File: config.mk
export PLATFORM = sky130hd
export DESIGN_NAME = vga_timing_gen
export DESIGN_NICKNAME = d
export VERILOG_FILES = /design/src/rtl/vga_timing_gen.sv
export SDC_FILE = /design/constraint.sdc
export NUM_CORES = 1
export LEC_CHECK = 0
export ABC_CLOCK_PERIOD_IN_PS = 3600
export CAP_MARGIN = 20
export CORE_ASPECT_RATIO = 0.6
export CORE_MARGIN = 2
export CORE_UTILIZATION = 55
export CTS_CLUSTER_SIZE = 28
export DETAILED_ROUTE_END_ITERATION = 7
export PLACE_DENSITY = 0.78
export RECOVER_POWER = 50
export SKIP_CTS_REPAIR_TIMING = 1
export SLEW_MARGIN = 20
export SYNTH_ARGS = -nofsm -noshare
export SYNTH_HDL_FRONTEND = slang
export SYNTH_SLANG_ARGS = --single-unit
File: constraint.sdc
create_clock -name i_clk -period 3.6 [get_ports i_clk]
set_clock_uncertainty 0.2 [all_clocks]
set_input_delay 0.36 -clock i_clk [delete_from_list [all_inputs] [get_ports i_clk]]
set_output_delay 0.36 -clock i_clk [all_outputs]
set_load 0.02 [all_outputs]
File: src/rtl/vga_timing_gen.sv
// Raster timing generator: free-running h/v/linear counters with a registered
// decode of sync, blank and position. Outputs lag the counters by one enabled clock.
module vga_timing_gen #(
    parameter int   H_ACTIVE = 640,
    parameter int   H_FP     = 16,
    parameter int   H_SYNC   = 96,
    parameter int   H_BP     = 48,
    parameter int   V_ACTIVE = 480,
    parameter int   V_FP     = 10,
    parameter int   V_SYNC   = 2,
    parameter int   V_BP     = 33,
    parameter logic H_POL    = 1'b0,
    parameter logic V_POL    = 1'b0
) (
    input  logic        i_clk,
    input  logic        i_rst,
    input  logic        i_en,
    output logic        o_hsync,
    output logic        o_vsync,
    output logic        o_blank,
    output logic [9:0]  o_pos_x,
    output logic [9:0]  o_pos_y,
    output logic [18:0] o_pixel_pos,
    output logic        o_line_start,
    output logic        o_frame_start
);

    localparam int H_TOTAL = H_ACTIVE + H_FP + H_SYNC + H_BP;
    localparam int V_TOTAL = V_ACTIVE + V_FP + V_SYNC + V_BP;

    localparam logic [9:0] H_LAST   = 10'(H_TOTAL - 1);
    localparam logic [9:0] V_LAST   = 10'(V_TOTAL - 1);
    localparam logic [9:0] H_VIS    = 10'(H_ACTIVE);
    localparam logic [9:0] V_VIS    = 10'(V_ACTIVE);
    localparam logic [9:0] HS_FIRST = 10'(H_ACTIVE + H_FP);
    localparam logic [9:0] HS_LAST  = 10'(H_ACTIVE + H_FP + H_SYNC - 1);
    localparam logic [9:0] VS_FIRST = 10'(V_ACTIVE + V_FP);
    localparam logic [9:0] VS_LAST  = 10'(V_ACTIVE + V_FP + V_SYNC - 1);

    logic [9:0]  h_cnt;
    logic [9:0]  v_cnt;
    logic [18:0] lin_cnt;

    logic h_wrap;
    logic v_wrap;
    logic hs_on;
    logic vs_on;

    assign h_wrap = (h_cnt == H_LAST);
    assign v_wrap = (v_cnt == V_LAST);
    assign hs_on  = (h_cnt >= HS_FIRST) && (h_cnt <= HS_LAST);
    assign vs_on  = (v_cnt >= VS_FIRST) && (v_cnt <= VS_LAST);

    // The linear index is stepped alongside h/v so no multiplier is needed.
    always_ff @(posedge i_clk or posedge i_rst) begin
        if (i_rst) begin
            h_cnt   <= '0;
            v_cnt   <= '0;
            lin_cnt <= '0;
        end else if (i_en) begin
            // NOTE: non-blocking here so every decode below sees the pre-update counts.
            h_cnt   <= h_wrap ? '0 : h_cnt + 10'd1;
            lin_cnt <= (h_wrap && v_wrap) ? '0 : lin_cnt + 19'd1;
            if (h_wrap) begin
                v_cnt <= v_wrap ? '0 : v_cnt + 10'd1;
            end
        end
    end

    // vsync follows v_cnt, which only moves on an h wrap, so it is line-aligned.
    always_ff @(posedge i_clk or posedge i_rst) begin
        if (i_rst) begin
            o_hsync       <= ~H_POL;
            o_vsync       <= ~V_POL;
            o_blank       <= 1'b1;
            o_pos_x       <= '0;
            o_pos_y       <= '0;
            o_pixel_pos   <= '0;
            o_line_start  <= 1'b0;
            o_frame_start <= 1'b0;
        end else if (i_en) begin
            o_hsync       <= hs_on ? H_POL : ~H_POL;
            o_vsync       <= vs_on ? V_POL : ~V_POL;
            o_blank       <= (h_cnt >= H_VIS) || (v_cnt >= V_VIS);
            o_pos_x       <= h_cnt;
            o_pos_y       <= v_cnt;
            o_pixel_pos   <= lin_cnt;
            o_line_start  <= (h_cnt == '0);
            o_frame_start <= (h_cnt == '0) && (v_cnt == '0);
        end
    end

endmodule

==> results.py <==
metrics = {
    "place": {
        "pre_cts_ws_ns": 1.14,
        "gp_congestion": 0.834,
        "dp.cells": 451,
        "hpwl_um": 5350,
        "port_buffers": 46,
    },
    "clock_network": {
        "cts_tree": "done",
        "clockRootBuffer": "clkbuf_16",
        "clkSinkCount": 83,
        "cts-buffers-inserted": 9,
        "clk_latency_ns": 0.33,
        "cts_buffer_depth": 2,
        "clk_pin_slew_worst_paths_ns": 0.06,
        "cts_max_level": 3,
    },
    "floorplanning": {
        "die_h_um": 67.9,
        "die_area_um2": 7490,
        "die_w_um": 110,
        "rows": 23,
        "core-area_um2": 6620,
        "initial_core_util_pct": 56.5,
        "ioPinCount": 47,
    },
    "sta": {
        "slew_headroom_pct": -30.0,
        "rsz0062_at_grt": "false",
        "layout_worst_path_cycle_share_pct": 69.4,
        "fmax_mhz": 400,
        "period_minus_slack_ns": 2.50,
        "maxSlewViolCount": 44,
        "setup_viol": 0,
        "fin_ws_ns": 1.10,
        "setup_tns_ns": 0,
        "tightestPinTransition_ns": 1.94,
        "hold_viol": 0,
    },
    "worst_setup_path": {
        "crit_type": "reg2reg",
        "crit_required_ns": 3.57,
        "crit_path_end_kind": "flop",
        "start_kind": "flop",
        "cp.arrival_ns": 2.47,
        "cp_max_fo": 15,
        "r2r_start": "h_cnt[5]",
        "startpoint": "h_cnt[5]",
    },
    "layout": {
        "drive_above_1_share_pct": 17.1,
        "area_growth_pct": 22.6,
        "regArea_um2": 2080,
        "nets": 384,
        "final_cell_mix": "dfrtp_1, clkdlybuf4s50_1, mux2_2",
        "n_fill_cell": 514,
        "stdcell_count": 467,
        "final_util_pct": 69.2,
        "final_common_cell": "dfrtp_1",
        "multi_input_area_um2": 1540,
        "n_antenna_cell": 0,
    },
    "yosys": {
        "syn_inst": 327,
        "synth_nets": 336,
        "synthTopCellsByArea": "dfrtp_1, mux2_2, xnor2_1",
        "syn_area_per_cell_um2": 11.4,
        "yosysTopAreaCell": "dfrtp_1",
        "async_flop_share_pct": 100,
        "yosysTopAreaCellShare_pct": 53.5,
        "synth_edf_count": 0,
        "synth_seq_cells": 83,
        "synthAdderAreaFrac_pct": 2.01,
        "synth_top_family_by_area": "simple AND/OR/NAND/NOR gates",
        "yosys.area_share.xor_xnor_pct": 4.69,
        "ys.flop_type": "dfrtp_1",
        "syn-cell-area_um2": 3740,
        "synth_compound_area_share_pct": 6.73,
        "ys_seq_area_share_pct": 55.7,
        "ys.warnings.count": 0,
        "synth.distinct_cells": 44,
        "synth.area.mux_share_pct": 11.7,
        "synth_simple_gate_area_share_pct": 16.1,
    },
    "grt": {
        "antenna_found_initial": 0,
        "first_global_vias": 2638,
        "grt_max_degree": 45,
        "grt_pass1_wl_um": 13500,
        "grt_usage_pct": 23.1,
        "overflow": 0,
    },
    "min_path": {
        "worstHoldStart": "o_vsync",
        "hold_path_class": "reg2reg",
    },
    "detailed_routing": {
        "wl_per_cell_um": 17.2,
        "final_antenna_net_count": 0,
        "vias": 2719,
        "vias_per_cell": 5.82,
        "drt-pass1-iter-count": 4,
        "drc": 0,
        "routed_wl_um": 8040,
        "dr.first_iter.drc_count": 202,
    },
    "status": {
        "status": "finished with violations",
        "violations": "max-capacitance violations, max-slew violations",
    },
    "power": {
        "p_per_area_nw_per_um2": 610,
        "finalPower_mw": 2.79,
        "vdd_drop_max_mv": 0.386,
        "leakage_nw": 1.99,
    },
    "flow_run": {
        "maxCapViolCount": 1,
    },
}
final cells by class:
class	instances	share of cell area [%]
Timing Repair Buffer	50	10.8
Clock inverter	4	1.09
Clock buffer	12	5.38
Sequential cell	83	45.4
Inverter	16	1.34
Tap cell	87	2.38
Multi-Input combinational cell	215	33.7
power breakdown:
part | switching (mW) | total, mW | internal (mW)
sequential | 0.175 | 1.27 | 1.09
clock | 0.354 | 0.909 | 0.555
combinational | 0.321 | 0.619 | 0.298
total | 0.850 | 2.79 | 1.95
cells in the mapped netlist, types with 2 or more instances:
library cell / instances
mux2_2: 39
nor4b_1: 3
or3_1: 3
o221ai_1: 3
nor2b_1: 2
o2111ai_1: 2
xnor2_1: 14
dfstp_2: 3
a21oi_1: 7
nand4b_1: 2
nand2_1: 17
dfrtp_1: 80
o211ai_1: 3
o21ai_0: 17
clkbuf_1: 9
nor2_1: 24
nand3_1: 14
nor3_1: 10
nand4_1: 11
nand3_2: 2
inv_1: 16
xor2_1: 6
ha_1: 6
o2bb2ai_1: 2
and3_1: 8
nor4_1: 6
registers in the layout (all words and copies together), names as in the netlist:
name,count
h_cnt,10
lin_cnt,19
o_blank,1
o_frame_start,1
o_hsync,1
o_line_start,1
o_pixel_pos,19
o_pos_x,10
o_pos_y,10
o_vsync,1
v_cnt,10
through the flow:
| step | cell area [µm²] | hold slack (ns) |
|---|---|---|
| detailed placement | 4290 | 0.282 |
| finish | 4580 | 0.289 |
| global placement | 4290 | 0.278 |
| CTS | 4590 | 0.290 |
| floorplan | 3740 | 0.282 |
| global route | 4580 | 0.319 |
routing by layer:
| metal | wire length [µm] | up-vias | part of all wire [%] | track usage (%) |
|---|---|---|---|---|
| met5 | 0 | - | 0 | 0 |
| met3 | 430 | 6 | 5.3 | 7.00 |
| met4 | 40 | 0 | 0.50 | 5.16 |
| met1 | 4040 | 1354 | 50 | 33.7 |
| li1 | - | 1281 | - | - |
| met2 | 3530 | 78 | 44 | 34.7 |
cells by family (layout without fill, tap and decap cells):
family                     count (synthesis)  count (layout)
and+or+nand+nor                          110             110
buffers and inverters                     29              82
xor gates and xnor gates                  20              20
muxes                                     39              39
AOI/OAI and AO/OA                         40              40
adders and majority gates                  6               6
DFF                                       83              83
critical path, stage by stage, from the launching register on:
cell and delay [ns]:
dfrtp_1 0.47, nor2_1 0.42, nand3_2 0.31, nor3_2 0.82
nor2_1 0.12
path summary, 6_finish.rpt:
check                           cells after the start               to  slack, ns
worst max register to register                      4       lin_cnt[6]       1.10
max in group asynchronous                           3          o_hsync       1.47
worst min register to register                      2          o_vsync       0.29
worst max-delay path                                4       lin_cnt[6]       1.10
worst min-delay path                                2          o_vsync       0.29
min in group asynchronous                           2  o_pixel_pos[11]       0.79
Note: power is estimated with default switching activity, not from simulation.
==> RTL edit (config.mk and constraints unchanged) <==
`V_POL`: 1'b0 -> 1'b1.
--- a/src/rtl/vga_timing_gen.sv
+++ b/src/rtl/vga_timing_gen.sv
@@ -11,5 +11,5 @@
     parameter int   V_BP     = 33,
     parameter logic H_POL    = 1'b0,
-    parameter logic V_POL    = 1'b0
+    parameter logic V_POL    = 1'b1
 ) (
     input  logic        i_clk,
Function: changed (a bounded check fails within 4 cycles, from zero or initial values and one cycle with i_rst high).
==> RTL edit against the unedited design <==
Synthesized area fell by 1.2%. Register-to-register slack lost 0.15 ns. Maximum frequency decreased by 9.5%. Total power is 8.7% lower. Setup slack worse by 0.26 ns. Sequential share of layout area rose by 1.3 points. Clock power shrank 13%. Hold slack worse by 0.010 ns. Highest routed layer unchanged. Sequential cell count stayed put. Non-clock buffer count unchanged. Routed wire length decreased by 10%. The flow still finishes with violations (capacitance limit, slew limit). Cell area decreased by 2.8%.
==> RTL edit: results (changes against the unedited design) <==
outcome=complete, but fails checks (unchanged); failing checks=capacitance limit, slew limit (unchanged); cell family with most CP delay=buffers and inverters (was simple AND/OR/NAND/NOR gates); routed vias/inst=5.59 (was 5.82); count of nets after finishing=369 (was 384); violation count after the first detailed-route iteration=140 (was 202); final-report max-slew violation count=49 (was 44); routed length on met2=3070 µm (was 3530 µm); peak supply drop=0.000412 V (was 0.000386 V); Hold EP=h_cnt[4] (was o_vsync); maximum fanout count along the critical path=65 (was 15); syn nets=322 (was 336); number of cells traversed by the worst register-to-register path=7 (was 4); final std cells w/o fill=452 (was 467); clock network latency to the later pin of the worst-skew pair=0.35 ns (was 0.33 ns); most numerous cell types in the synthesized netlist=dfrtp_1 (81), mux2_2 (38), nor2_1 (26), nand2_1 (17), xnor2_1 (14) (was dfrtp_1 (80), mux2_2 (39), nor2_1 (24), nand2_1 (17), o21ai_0 (17)); Leakage=0.00199 µW (about the same); adder and majority gate portion of the synthesized area=0.0203 (was 0.0201); post-placement cell count=436 (was 451); worst hold path cell count=3 (was 2); startpoint of the most critical setup path=i_en (was h_cnt[5]); global routing met3 resource utilization=0.0705 (was 0.0700); worst setup slack before clock tree synthesis=1.01 ns (was 1.14 ns); worst reg-to-reg setup slack=0.95 ns (was 1.10 ns); max_cap viols=1 (unchanged); worst r2r src=v_cnt[0] (was h_cnt[5]); routability cong.=0.863 (was 0.834); sum of net half-perimeters after detailed placement=4900 µm (was 5350 µm); met3 WL=361 µm (was 430 µm); post-synthesis cell count=313 (was 327); fraction of synthesized area in multiplexers=0.123 (was 0.117); XOR/XNOR share of the synthesized area=0.0593 (was 0.0469); number of global-route vias before repair=2,399 (was 2,638); wire length of the first global-routing pass=12,200 µm (was 13,500 µm); worst hold margin=0.278 ns (was 0.289 ns); M1 wire length=3720 µm (was 4040 µm); maximum number of pins on one net before global-route repair=66 (was 45); Total Routing Usage GR=0.224 (was 0.231); count of warnings emitted by yosys=0 (unchanged); clock-pin slew on the worst setup and hold paths=0.08 ns (was 0.06 ns); highest-delay cell along the critical path=clkbuf_2 (was nor3_2); start point of the worst min-delay path=i_en (was o_vsync); area fraction in compound gates after synthesis=0.0569 (was 0.0673); cell at the root of the clock tree=clkbuf_8 (was clkbuf_16); wirelength, routed=7240 µm (was 8040 µm); global-route met2 utilization=0.294 (was 0.347); slowest stage delay, CP=1.07 ns (was 0.82 ns); pin slew with the least headroom to its limit=2.02 ns (was 1.94 ns); GR met1 Demand/Resource=0.350 (was 0.337); worst hold path type=in -> reg (was reg -> reg); upper clock frequency limit=0.362 GHz (was 0.400 GHz); Setup crit end=lin_cnt[18] (was lin_cnt[6]); Netlist cell types=46 (was 44); share of layout cells above drive strength 1=0.181 (was 0.171); crit path DAT=2.77 ns (was 2.47 ns); most area-consuming cells after synthesis=dfrtp_1 (55%), mux2_2 (12%), xnor2_1 (3.3%) (was dfrtp_1 (54%), mux2_2 (12%), xnor2_1 (3.3%)); portion of the post-synthesis area used by sequential elements=0.563 (was 0.557)
-- RTL edit: cell types whose count changed after synthesis, moves of 3 or more --
cell | unedited run | this run
nor4_1 | 6 | 3
o211ai_1 | 3 | 0
xor2_1 | 6 | 11
buf_1 | 1 | 4
buf_2 | 1 | 6
clkbuf_1 | 9 | 1
a21oi_1 | 7 | 2
o221ai_1 | 3 | 0
o21ai_0 | 17 | 10
nand3_1 | 14 | 11
inv_1 | 16 | 12
-- RTL edit: cell type report --
type	count	area, µm²
Fill cell	512	2130
Sequential cell	83	2080
Multi-Input combinational cell	204	1500
Timing Repair Buffer	50	482
Clock buffer	11	141
Tap cell	87	109
Clock inverter	5	100
Inverter	12	46.3
-- RTL edit: where the power goes --
part	internal (µW)	switching [µW]
registers	1070	151
logic	270	265
clock network	478	317
-- RTL edit: tightest hold or removal path, stage by stage --
cell and delay (ns):
clkbuf_1 0.09, nand4_1 0.23, xnor2_1 0.10
